===== config.mk =====
export PLATFORM = sky130hd
export DESIGN_NAME = popcount_sched
export DESIGN_NICKNAME = d
export VERILOG_FILES = /design/src/rtl/popcount_pkg.sv /design/src/rtl/popcount_unit.sv /design/src/rtl/popcount_sched.sv
export SDC_FILE = /design/constraint.sdc
export NUM_CORES = 1
export LEC_CHECK = 0
export CAP_MARGIN = 15
export CORE_UTILIZATION = 38
export DETAILED_ROUTE_END_ITERATION = 16
export PLACE_DENSITY_LB_ADDON = 0.2
export REMOVE_ABC_BUFFERS = 1
export SLEW_MARGIN = 25
export SYNTH_ARGS = -nofsm -noshare
export SYNTH_HDL_FRONTEND = slang
export SYNTH_SLANG_ARGS = --single-unit

===== constraint.sdc =====
create_clock -name clk -period 6.6 [get_ports clk]
set_clock_uncertainty 0.05 [all_clocks]
set_input_delay 0.99 -clock clk [delete_from_list [all_inputs] [get_ports clk]]
set_output_delay 0.99 -clock clk [all_outputs]
set_load 0.02 [all_outputs]

===== src/rtl/popcount_pkg.sv =====
// popcount_pkg: shared definitions for the popcount scheduler.
//   state_t   - scheduler FSM states (IDLE, CALC, RESP)
//   cnt_width - bits needed to hold a popcount of 0..dw inclusive
package popcount_pkg;

  typedef enum logic [1:0] {
    IDLE = 2'd0,
    CALC = 2'd1,
    RESP = 2'd2
  } state_t;

  // A dw-bit word can hold dw ones, so one bit beyond $clog2(dw) is needed.
  function automatic int cnt_width(input int dw);
    return $clog2(dw) + 1;
  endfunction

endpackage


===== src/rtl/popcount_unit.sv =====
// popcount_unit: combinational count of set bits in a word.
//   din  - input word, DATA_WIDTH bits
//   dout - number of 1 bits in din, 0..DATA_WIDTH
module popcount_unit
  import popcount_pkg::*;
#(
  parameter int DATA_WIDTH = 16
) (
  input  logic [DATA_WIDTH-1:0]            din,
  output logic [cnt_width(DATA_WIDTH)-1:0] dout
);

  localparam int CW = cnt_width(DATA_WIDTH);

  always_comb begin
    dout = '0;
    for (int i = 0; i < DATA_WIDTH; i++) dout = dout + CW'(din[i]);
  end

endmodule


===== src/rtl/popcount_sched.sv =====
// popcount_sched: round-robin arbiter feeding a single popcount unit.
//   clk, resetn - rising-edge clock, synchronous active-low reset
//   req_valid   - per-requester request valid (NUM_REQ bits)
//   req_data    - requester i word at [i*DATA_WIDTH +: DATA_WIDTH]
//   req_ready   - combinational one-hot grant strobe, only in IDLE
//   rsp_valid   - result valid, held until rsp_ready
//   rsp_ready   - consumer accepts the result
//   rsp_id      - index of the served requester
//   rsp_count   - popcount of the served word
// One request is in flight at a time: IDLE grants, CALC registers the
// count, RESP holds the result until the consumer takes it.
module popcount_sched
  import popcount_pkg::*;
#(
  parameter int DATA_WIDTH = 16,
  parameter int NUM_REQ    = 4
) (
  input  logic                             clk,
  input  logic                             resetn,
  input  logic [NUM_REQ-1:0]               req_valid,
  input  logic [NUM_REQ*DATA_WIDTH-1:0]    req_data,
  output logic [NUM_REQ-1:0]               req_ready,
  output logic                             rsp_valid,
  input  logic                             rsp_ready,
  output logic [$clog2(NUM_REQ)-1:0]       rsp_id,
  output logic [cnt_width(DATA_WIDTH)-1:0] rsp_count
);

  localparam int IW = $clog2(NUM_REQ);
  localparam int CW = cnt_width(DATA_WIDTH);

  state_t                            state;
  logic [IW-1:0]                     last_grant;
  logic [IW-1:0]                     lat_id;
  logic [DATA_WIDTH-1:0]             lat_data;
  logic [NUM_REQ-1:0][DATA_WIDTH-1:0] req_words;
  logic [CW-1:0]                     pc_out;

  logic          found;
  logic [IW-1:0] grant_id;
  logic [IW-1:0] cand;
  int            idx;

  assign req_words = req_data;

  // Round-robin search starting just after the last grant. Gated by resetn
  // so no strobe escapes while reset is held.
  always_comb begin
    found    = 1'b0;
    grant_id = '0;
    cand     = '0;
    idx      = 0;
    if (resetn && state == IDLE) begin
      for (int k = 1; k <= NUM_REQ; k++) begin
        idx = int'(last_grant) + k;
        if (idx >= NUM_REQ) idx = idx - NUM_REQ;
        cand = IW'(idx);
        if (!found && req_valid[cand]) begin
          found    = 1'b1;
          grant_id = cand;
        end
      end
    end
  end

  assign req_ready = found ? (NUM_REQ'(1) << grant_id) : '0;

  popcount_unit #(.DATA_WIDTH(DATA_WIDTH)) u_pc (
    .din  (lat_data),
    .dout (pc_out)
  );

  always_ff @(posedge clk) begin
    if (!resetn) begin
      state      <= IDLE;
      last_grant <= IW'(NUM_REQ - 1);
      lat_id     <= '0;
      lat_data   <= '0;
      rsp_valid  <= 1'b0;
      rsp_id     <= '0;
      rsp_count  <= '0;
    end else begin
      case (state)
        IDLE: begin
          if (found) begin
            lat_data   <= req_words[grant_id];
            lat_id     <= grant_id;
            last_grant <= grant_id;
            state      <= CALC;
          end
        end
        CALC: begin
          rsp_count <= pc_out;
          rsp_id    <= lat_id;
          rsp_valid <= 1'b1;
          state     <= RESP;
        end
        RESP: begin
          if (rsp_ready) begin
            rsp_valid <= 1'b0;
            state     <= IDLE;
          end
        end
        default: state <= IDLE;
      endcase
    end
  end

endmodule


==> impl_results.md, run 1 <==
- CTS tree: done
- Syn Inst Count: 237
- Clock Path Buffers: 2
- Data required, critical path: 5560 ps
- Synth Register Bits: 30
- Pin count of the biggest net entering global routing: 31
- Avg Inst Size Synth: 8.510 um2
- Post-layout min period: 4717 ps
- Worst EP arrival: 3680 ps
- Post-DRT Antenna Nets: 0
- Max transition margin: 32.42%
- Ant diodes: 0
- Predominant post-synthesis flop cell: dfxtp_1
- # hold bufs at CTS: 0
- Vias per cell: 5.214
- Worst slew pin tran: 1014 ps
- Worst setup margin: 1883 ps
- Hold depth: 2
- Count of final setup violators: 0
- Vias: 2002
- Max VDD drop: 0.00009465 V
- FMAX: 212.0 MHz
- Pleak: 1.145 nW
- Post-synth top area share: 29.78%
- Row cnt: 26
- Clock sink total: 30
- GRT overflow: 0
- Num ports: 83
- Clk_lat worst skew: 280 ps
- Crit Path Category: input port to output pin
- First-pass GRT wire length: 9039 um
- Worst path max stage delay: 680 ps
- Worst Reg-to-Reg Cells: 12
- Hold WC Path Type: flip-flop to flip-flop
- Reg-to-reg critical path startpoint: lat_data[0]$_SDFFE_PN0P_
- R2r setup slk: 2610 ps
- Average wire per cell in the routed design: 14.33 um
- Synth area leaders: dfxtp_1 (30%), fa_1 (9.9%), o21ai_0 (5.5%)
- Hold_ws: 409.7 ps
- Period utilization: 71.46%
- PortBufs: 82
- Max Cap Viol: 0
- Die W: 74.86 um
- Drt drc: 0
- Synth warn: 0
- # fillers: 490
- Crit path from: resetn
- Initial core utilization: 39.49%
- CTS root buf: clkbuf_8
- Core area: 5107 um2
- CTS buffer count: 5
- GRT Total Usage: 21.65%
- Post-synth top area cell: dfxtp_1
- FF/Latch Area: 600.6 um2
- Routability Congestion: 0.9119
- FF-to-FF End: rsp_count[2]$_SDFFE_PN0P_
- Die Height: 74.86 um
- Buffer count from post-CTS setup fixing: 0
- Placement Setup Slack: 1895 ps
- Nets: 399
- Hpwl dp: 4226 um
- Setup TNS: 0 ps
- Status: finished clean
- Layout cells sized above 1: 6.051%
- Vias in the first global route: 1945
- Worst path slowest cell: clkdlybuf4s50_1
- RSZ-0062 raised after global routing: false
- Area delta synth->final: 46.65%
- Crit-path most repeated cell: clkdlybuf4s50_1
- Endpoints failing hold: 0
- Worst Setup EP: req_ready[2]
- Post-synth ARST share: 0%
- CP Launch Type: input port
- Critical-path cell list: clkdlybuf4s50_1 > buf_4 > nor3b_4 > o2111ai_2 > nor4_4 > clkdlybuf4s50_1
- Die Footprint: 5603 um2
- Initial antenna violation count: 0
- Post-CTS Resized: 0
- Endpoint class of the critical path: output pin
- DRT iter0 DRCs: 124
- H-tree depth: 2
- Syn Std Cell Area: 2017 um2
- Routed WL: 5501 um
- Synth cell types: 47
- Sequential share of the synthesized area: 29.78%
- Max-slew violations: 0
- Pwr Density: 230.2 nW/um2
- Pre-Repair DR Iteration Count: 4
- EDFF count, synth: 0
- Clock Pin Slew Worst Setup and Hold Paths: 70 ps
- Multi-input logic area: 1260 um2
- CP Max Fanout: 30
-- power breakdown --
part	total [mW]	switching [mW]	internal [mW]	leakage [nW]
logic	0.308	0.157	0.151	0.849
registers	0.220	0.0156	0.205	0.247
clock network	0.152	0.0684	0.0840	0.0482
-- sequential cells by signal, summed over array words and instances (netlist names) --
| register | count |
|---|---|
| last_grant | 2 |
| lat_data | 16 |
| lat_id | 2 |
| rsp_count | 5 |
| rsp_id | 2 |
| rsp_valid | 1 |
| state | 2 |
-- layout make-up --
type                            instances  area share (%)
Multi-Input combinational cell        169           42.60
Clock buffer                            7           2.919
Clock inverter                          1          0.1692
Tap cell                               70           2.961
Sequential cell                        30           20.30
Timing Repair Buffer                   83           28.00
Inverter                               24           3.046
-- metal layers --
layer,vias to the layer above,GRT usage [%],share of wire [%]
met5,-,0,0
met4,0,6.918,1.4
met3,8,6.024,8.0
met2,90,36.34,45
met1,906,26.96,46
li1,998,-,-
-- critical path: cells and delay by family --
kind            cells  cell delay (ps)
compound gates      1              490
simple gates        2              780
buf+inv             3             1400
-- cells by family after synthesis --
family                   after synthesis  share of synthesized area (%)
multiplexers                           4                          2.233
XOR/XNOR                               2                         0.8686
buffers and inverters                 38                          7.754
AND/OR/NAND/NOR                       67                          17.87
AO/OA/AOI/OAI                         81                          28.48
flip-flops                            30                          29.78
adder cells (fa/ha/maj)               15                          13.03
-- Yosys cell counts (5+ instances only) --
cell       n
a221oi_1  12
clkbuf_1  10
a31oi_1   15
nand3_1   15
fa_1      10
nor2_1     7
nand2b_1   5
ha_1       5
a21oi_1    6
o21ai_0   22
nand2_1   24
dfxtp_1   30
inv_1     23
a21boi_0   5
-- worst min-delay path by stage --
stage | startpoint | endpoint
global placement | rsp_count[0]$_SDFFE_PN0P_ | rsp_count[0]$_SDFFE_PN0P_
finish | rsp_id[1]$_SDFFE_PN0P_ | rsp_id[1]$_SDFFE_PN0P_
global route | rsp_id[1]$_SDFFE_PN0P_ | rsp_id[1]$_SDFFE_PN0P_
CTS | rsp_id[1]$_SDFFE_PN0P_ | rsp_id[1]$_SDFFE_PN0P_
floorplan | lat_id[0]$_SDFFE_PN0P_ | rsp_id[0]$_SDFFE_PN0P_
detailed placement | rsp_id[1]$_SDFFE_PN0P_ | rsp_id[1]$_SDFFE_PN0P_
-- stage by stage --
| step | cell area (um2) | total power [mW] | instances | utilization [%] |
|---|---|---|---|---|
| 6_report | 2958 | 0.6808 | 384 | 57.91 |
| 5_1_grt | 2958 | 0.7362 | 384 | 57.91 |
| 4_1_cts | 2958 | 0.6876 | 384 | 57.91 |
| 3_5_place_dp | 2867 | 0.5353 | 376 | 56.12 |
| 3_3_place_gp | 2867 | 0.5294 | 376 | 56.12 |
| 2_1_floorplan | 1951 | 0.4215 | 223 | - |
-- cells in the final DEF, fill, tap and decap left out, types with 4 or more instances in the layout --
cell	synthesis	final
nand2_1	24	24
nor2_1	7	7
inv_1	23	23
nand3_1	15	15
clkdlybuf4s50_1	0	82
o21ai_0	22	22
mux2_1	4	4
nand2b_1	5	5
clkbuf_8	0	6
a31oi_1	15	15
dfxtp_1	30	30
a21oi_1	6	6
fa_1	10	10
a221oi_1	12	12
ha_1	5	5
a21boi_0	5	5
a22oi_1	4	4
Power figures use the tool's default switching activity.
==> run 2, diff against run 1 <==
clock period = 4.8 ns   (was 6.6 ns; I/O delays follow)
==> run 2 against run 1 <==
Total power is 44% higher. Routed wire length increased by 1.3%. Critical endpoint is now rsp_count[2]$_SDFFE_PN0P_. Sequential cell count did not move.
==> impl_results.md, run 2 (synthesis results as in run 1) <==
- Post-DP Area: 2889 um2
- Most common cell after layout, fill and taps aside: clkdlybuf4s50_1
- CP Launch Type: flip-flop
- Post-Route Utilization: 58.70%
- Nets: 402
- Clk_lat worst skew: 290 ps
- # hold bufs at CTS: 0
- Crit path from: lat_data[0]$_SDFFE_PN0P_
- Crit-path most repeated cell: fa_1
- Pin count of the biggest net entering global routing: 31
- Worst setup margin: 831.0 ps
- Top Registers: lat_data x16, rsp_count x5
- # fillers: 499
- CTS tree: done
- Max VDD drop: 0.0001271 V
- Layout cells sized above 1: 7.256%
- Hold depth: 2
- Initial antenna violation count: 0
- Initial core utilization: 39.49%
- Hold WC Path Type: flip-flop to flip-flop
- Vias in the first global route: 2004
- Vias per cell: 5.243
- Pwr Density: 327.1 nW/um2
- PortBufs: 82
- R2r setup slk: 830 ps
- RSZ-0062 raised after global routing: false
- Ant diodes: 0
- Worst path max stage delay: 540 ps
- Hold_ws: 408.8 ps
- Max-slew violations: 0
- FF-to-FF End: rsp_count[2]$_SDFFE_PN0P_
- Area delta synth->final: 48.64%
- Crit Path Category: flip-flop to flip-flop
- Data required, critical path: 4930 ps
- DRT iter0 DRCs: 117
- Clock sink total: 30
- H-tree depth: 2
- CTS buffer count: 5
- Count of final setup violators: 0
- Post-CTS Resized: 0
- Non-filler cells, final: 387
- Top reg by flops: lat_data
- Vias: 2029
- FF/Latch Area: 600.6 um2
- Worst Reg-to-Reg Cells: 12
- Setup TNS: 0 ps
- Post-DRT Antenna Nets: 0
- Pre-Repair DR Iteration Count: 4
- Clock Pin Slew Worst Setup and Hold Paths: 70 ps
- Die Height: 74.86 um
- Worst slew pin tran: 1047 ps
- Drt drc: 0
- Status: finished clean
- Worst path slowest cell: fa_1
- Endpoint class of the critical path: flip-flop
- Endpoints failing hold: 0
- CP Max Fanout: 2
- Worst EP arrival: 4100 ps
- Max reg flops: 16
- First-pass GRT wire length: 9045 um
- Routability Congestion: 0.8152
- Max Cap Viol: 0
- Worst Setup EP: rsp_count[2]$_SDFFE_PN0P_
- Total power: 980.8 uW
- Placed insts: 379
- GRT Total Usage: 22.01%
- Average wire per cell in the routed design: 14.40 um
- Most frequent cells in the layout: clkdlybuf4s50_1 (82), dfxtp_1 (30), nand2_1 (24)
- Num ports: 83
- Reg-to-reg critical path startpoint: lat_data[0]$_SDFFE_PN0P_
- Design Area, Final: 2998 um2
- Period utilization: 82.69%
- Hpwl dp: 4173 um
- Critical-path cell list: ha_1 > inv_1 > fa_1 > fa_1 > fa_1 > fa_1 > inv_1 > fa_1 > fa_1 > xnor2_1 > nand2_1 > o211a_1
- CTS root buf: clkbuf_8
- Clock Path Buffers: 2
- GRT overflow: 0
- Placement Setup Slack: 819.6 ps
- FMAX: 252.0 MHz
- Post-layout min period: 3969 ps
- Die Footprint: 5603 um2
- Multi-input logic area: 1260 um2
- Die W: 74.86 um
- Pleak: 1.169 nW
- Core area: 5107 um2
- Buffer count from post-CTS setup fixing: 0
- Routed WL: 5573 um
- Row cnt: 26
- Max transition margin: 29.96%
==> run 2: cell types whose count changed in the layout (fill, tap and decap cells not counted) <==
cell	delta
buf_4	+3
bufinv_16	+1
clkbuf_1	-1
clkbuf_8	-1
clkinv_2	+1
==> run 2: worst min-delay path by stage <==
stage                            from                      to  slack (ps)
5_1_grt        lat_id[1]$_SDFFE_PN0P_  rsp_id[1]$_SDFFE_PN0P_         440
3_3_place_gp   lat_id[1]$_SDFFE_PN0P_  rsp_id[1]$_SDFFE_PN0P_         400
6_report       lat_id[1]$_SDFFE_PN0P_  rsp_id[1]$_SDFFE_PN0P_         410
4_1_cts        lat_id[0]$_SDFFE_PN0P_  rsp_id[0]$_SDFFE_PN0P_         410
3_5_place_dp   lat_id[0]$_SDFFE_PN0P_  rsp_id[0]$_SDFFE_PN0P_         410
2_1_floorplan  lat_id[0]$_SDFFE_PN0P_  rsp_id[0]$_SDFFE_PN0P_         390
==> run 2: area by class of cell <==
class / instances / share of cell area [%]
sequential: 30 / 20.03
tap: 70 / 2.922
clock buffer: 5 / 2.295
multi-input combinational: 169 / 42.03
inverter: 24 / 3.005
clock inverter: 3 / 1.336
timing repair buffer: 86 / 28.38
==> run 2: report_power, final <==
part / internal (mW) / switching [mW] / total (mW) / leakage, nW
combinational: 0.211 / 0.218 / 0.429 / 0.864
clock: 0.152 / 0.0967 / 0.249 / 0.0579
sequential: 0.281 / 0.0210 / 0.302 / 0.247
total: 0.645 / 0.336 / 0.981 / 1.17
==> run 2: worst max-delay path: cells and delay by family (launching register included) <==
kind	cells	cell delay, ps
buf+inv	2	120
fa+ha+maj	7	2990
flops	1	310
xor+xnor	1	180
simple gates	1	70
compound gates	1	150
==> run 2: layer usage <==
layer  track usage, %  share of wire [%]
met1            26.36                 44
met2            37.64                 47
met3            6.693                7.3
met4            7.338                1.2
met5                0                  0
==> run 3, diff against run 2 <==
clock period = 3.8 ns   (was 4.8 ns; I/O delays follow)
==> run 3 against run 2 <==
The flow now finishes with violations (negative setup slack). Total power rose by 26%. Combinational power is 36% higher. Maximum frequency increased by 3.9%. Global-route usage up 0.94 points. Sequential cell count did not move. Largest cell class unchanged. Routed wire length increased by 4.4%. Sequential share of layout area is 0.23 points lower. Non-clock buffer count rose by 4. Utilization rose by 0.93 points. Final area increased by 1.6%. First-iteration DRC count fell by 21%. Die area is the same.
==> impl_results.md, run 3 (synthesis results as in run 1) <==
- M3 GR Usage: 4.685%
- Max VDD drop: 0.0001521 V
- First-pass GRT wire length: 9459 um
- Average wire per cell in the routed design: 14.88 um
- Routability Congestion: 0.8211
- H-tree depth: 2
- CP Max Fanout: 2
- Placed insts: 383
- Worst setup margin: -18.43 ps
- Ant diodes: 0
- # fillers: 494
- CTS tree: done
- Die Height: 74.86 um
- Clk_lat worst skew: 280 ps
- Vias: 2071
- Pin count of the biggest net entering global routing: 30
- Layout cells sized above 1: 10.90%
- Nets: 406
- Met2 Usage GRT: 41.74%
- Endpoints failing hold: 0
- Worst EP arrival: 3940 ps
- Endpoint class of the critical path: flip-flop
- PortBufs: 82
- Hold WC Path Type: flip-flop to flip-flop
- Clock Path Buffers: 2
- Setup TNS: -18.43 ps
- Max-slew violations: 0
- Num ports: 83
- GR peak layer: met2
- Count of final setup violators: 1
- Routed WL: 5820 um
- CP Launch Type: flip-flop
- RSZ-0062 raised after global routing: true
- Most common cell after layout, fill and taps aside: clkdlybuf4s50_1
- Pwr Density: 405.9 nW/um2
- Max transition margin: 52.95%
- Vias in the first global route: 2082
- Max Cap Viol: 0
- Clock Pin Slew Worst Setup and Hold Paths: 60 ps
- CTS root buf: clkbuf_8
- Crit Path Category: flip-flop to flip-flop
- Failing checks: negative setup slack
- Critical-path cell list: ha_4 > inv_2 > fa_1 > fa_1 > fa_1 > fa_1 > inv_1 > fa_2 > fa_2 > xnor2_2 > nand2_1 > o211a_1
- Placement Setup Slack: -188.2 ps
- Buffer count from post-CTS setup fixing: 0
- Core area: 5107 um2
- GRT Total Usage: 22.95%
- Pre-Repair DR Iteration Count: 4
- CTS buffer count: 5
- Worst path slowest cell: fa_1
- Data required, critical path: 3920 ps
- Period utilization: 100.5%
- Post-DRT Antenna Nets: 0
- Combinational Power Share: 47.3%
- Multi-input logic area: 1292 um2
- Hpwl dp: 4388 um
- FMAX: 261.9 MHz
- Top Registers: lat_data x16, rsp_count x5
- GRT met1 Usage: 27.04%
- Crit path max-delay family: adder cells
- Die W: 74.86 um
- Die Footprint: 5603 um2
- Most frequent cells in the layout: clkdlybuf4s50_1 (82), dfxtp_1 (28), nand2_1 (24)
- Crit-path most repeated cell: fa_1
- Top reg by flops: lat_data
- Max reg flops: 16
- Buffer and inverter count on the worst path: 2
- Pleak: 1.177 nW
- Vias per cell: 5.297
- Psw: 443.2 uW
- Worst slew pin tran: 705.8 ps
- FF/Latch Area: 603.1 um2
- Drt drc: 0
- Non-filler cells, final: 391
- Hold_ws: 405.0 ps
- Post-layout min period: 3818 ps
- Sequential Power Share: 31.2%
- Internal power: 793.0 uW
- Sw Ratio: 35.85%
- Status: finished, violations left
- # hold bufs at CTS: 0
- Row cnt: 26
- GRT overflow: 0
- Clk network pwr share: 21.6%
- Initial core utilization: 39.49%
- Area delta synth->final: 50.99%
- Initial antenna violation count: 0
- Worst path max stage delay: 490 ps
- Clock sink total: 30
- DRT iter0 DRCs: 92
run 3: changes by cell type in the layout (fill, tap and decap cells not counted), sizes merged:
cell,change
bufinv,-1
clkbuf,+2
buf,+4
clkinv,-1
run 3: path summary, 6_finish.rpt:
check	endpoint	slack [ps]	startpoint	depth (start not counted)
hold reg to reg	rsp_count[1]$_SDFFE_PN0P_	410	rsp_count[1]$_SDFFE_PN0P_	2
setup / recovery	rsp_count[2]$_SDFFE_PN0P_	-20	lat_data[0]$_SDFFE_PN0P_	12
setup reg to reg	rsp_count[2]$_SDFFE_PN0P_	-20	lat_data[0]$_SDFFE_PN0P_	12
hold / removal	rsp_count[1]$_SDFFE_PN0P_	410	rsp_count[1]$_SDFFE_PN0P_	2
run 3: power groups by stage:
stage | sequential (mW) | clock (mW) | combinational (mW)
2_1_floorplan | 0.401 | 0 | 0.331
3_3_place_gp | 0.389 | 0 | 0.535
3_5_place_dp | 0.390 | 0 | 0.548
4_1_cts | 0.385 | 0.270 | 0.571
5_1_grt | 0.392 | 0.282 | 0.657
6_report | 0.385 | 0.266 | 0.585
run 3: final cells by class:
type | instances | share of cell area (%)
multi-input combinational | 169 | 42.44
timing repair buffer | 90 | 28.92
sequential | 30 | 19.80
inverter | 24 | 2.958
tap | 70 | 2.876
clock buffer | 7 | 2.835
clock inverter | 1 | 0.1643
run 3: per-layer routing:
layer	part of all wire (%)	vias up
li1	-	1017
met4	1.4	0
met1	43	969
met3	5.5	8
met5	0	-
met2	50	77
run 3: per-stage QoR:
stage	total power, mW	area (um2)	utilization (%)
after floorplan	0.7320	1951	-
after global placement	0.9240	2919	57.15
after detailed placement	0.9377	2919	57.15
after CTS	1.226	3038	59.48
after global routing	1.331	3045	59.63
final	1.236	3045	59.63
run 3: timing repair:
item	in CTS	in global routing
pin swaps	4	2
setup endpoints to repair	4	4
gates resized for setup	9	3
run 3: tightest hold or removal path: cells and delay by family, from the launching register on:
family	cells	cell delay [ps]
AOI/OAI and AO/OA	1	50
and+or+nand+nor	1	50
DFF	1	310
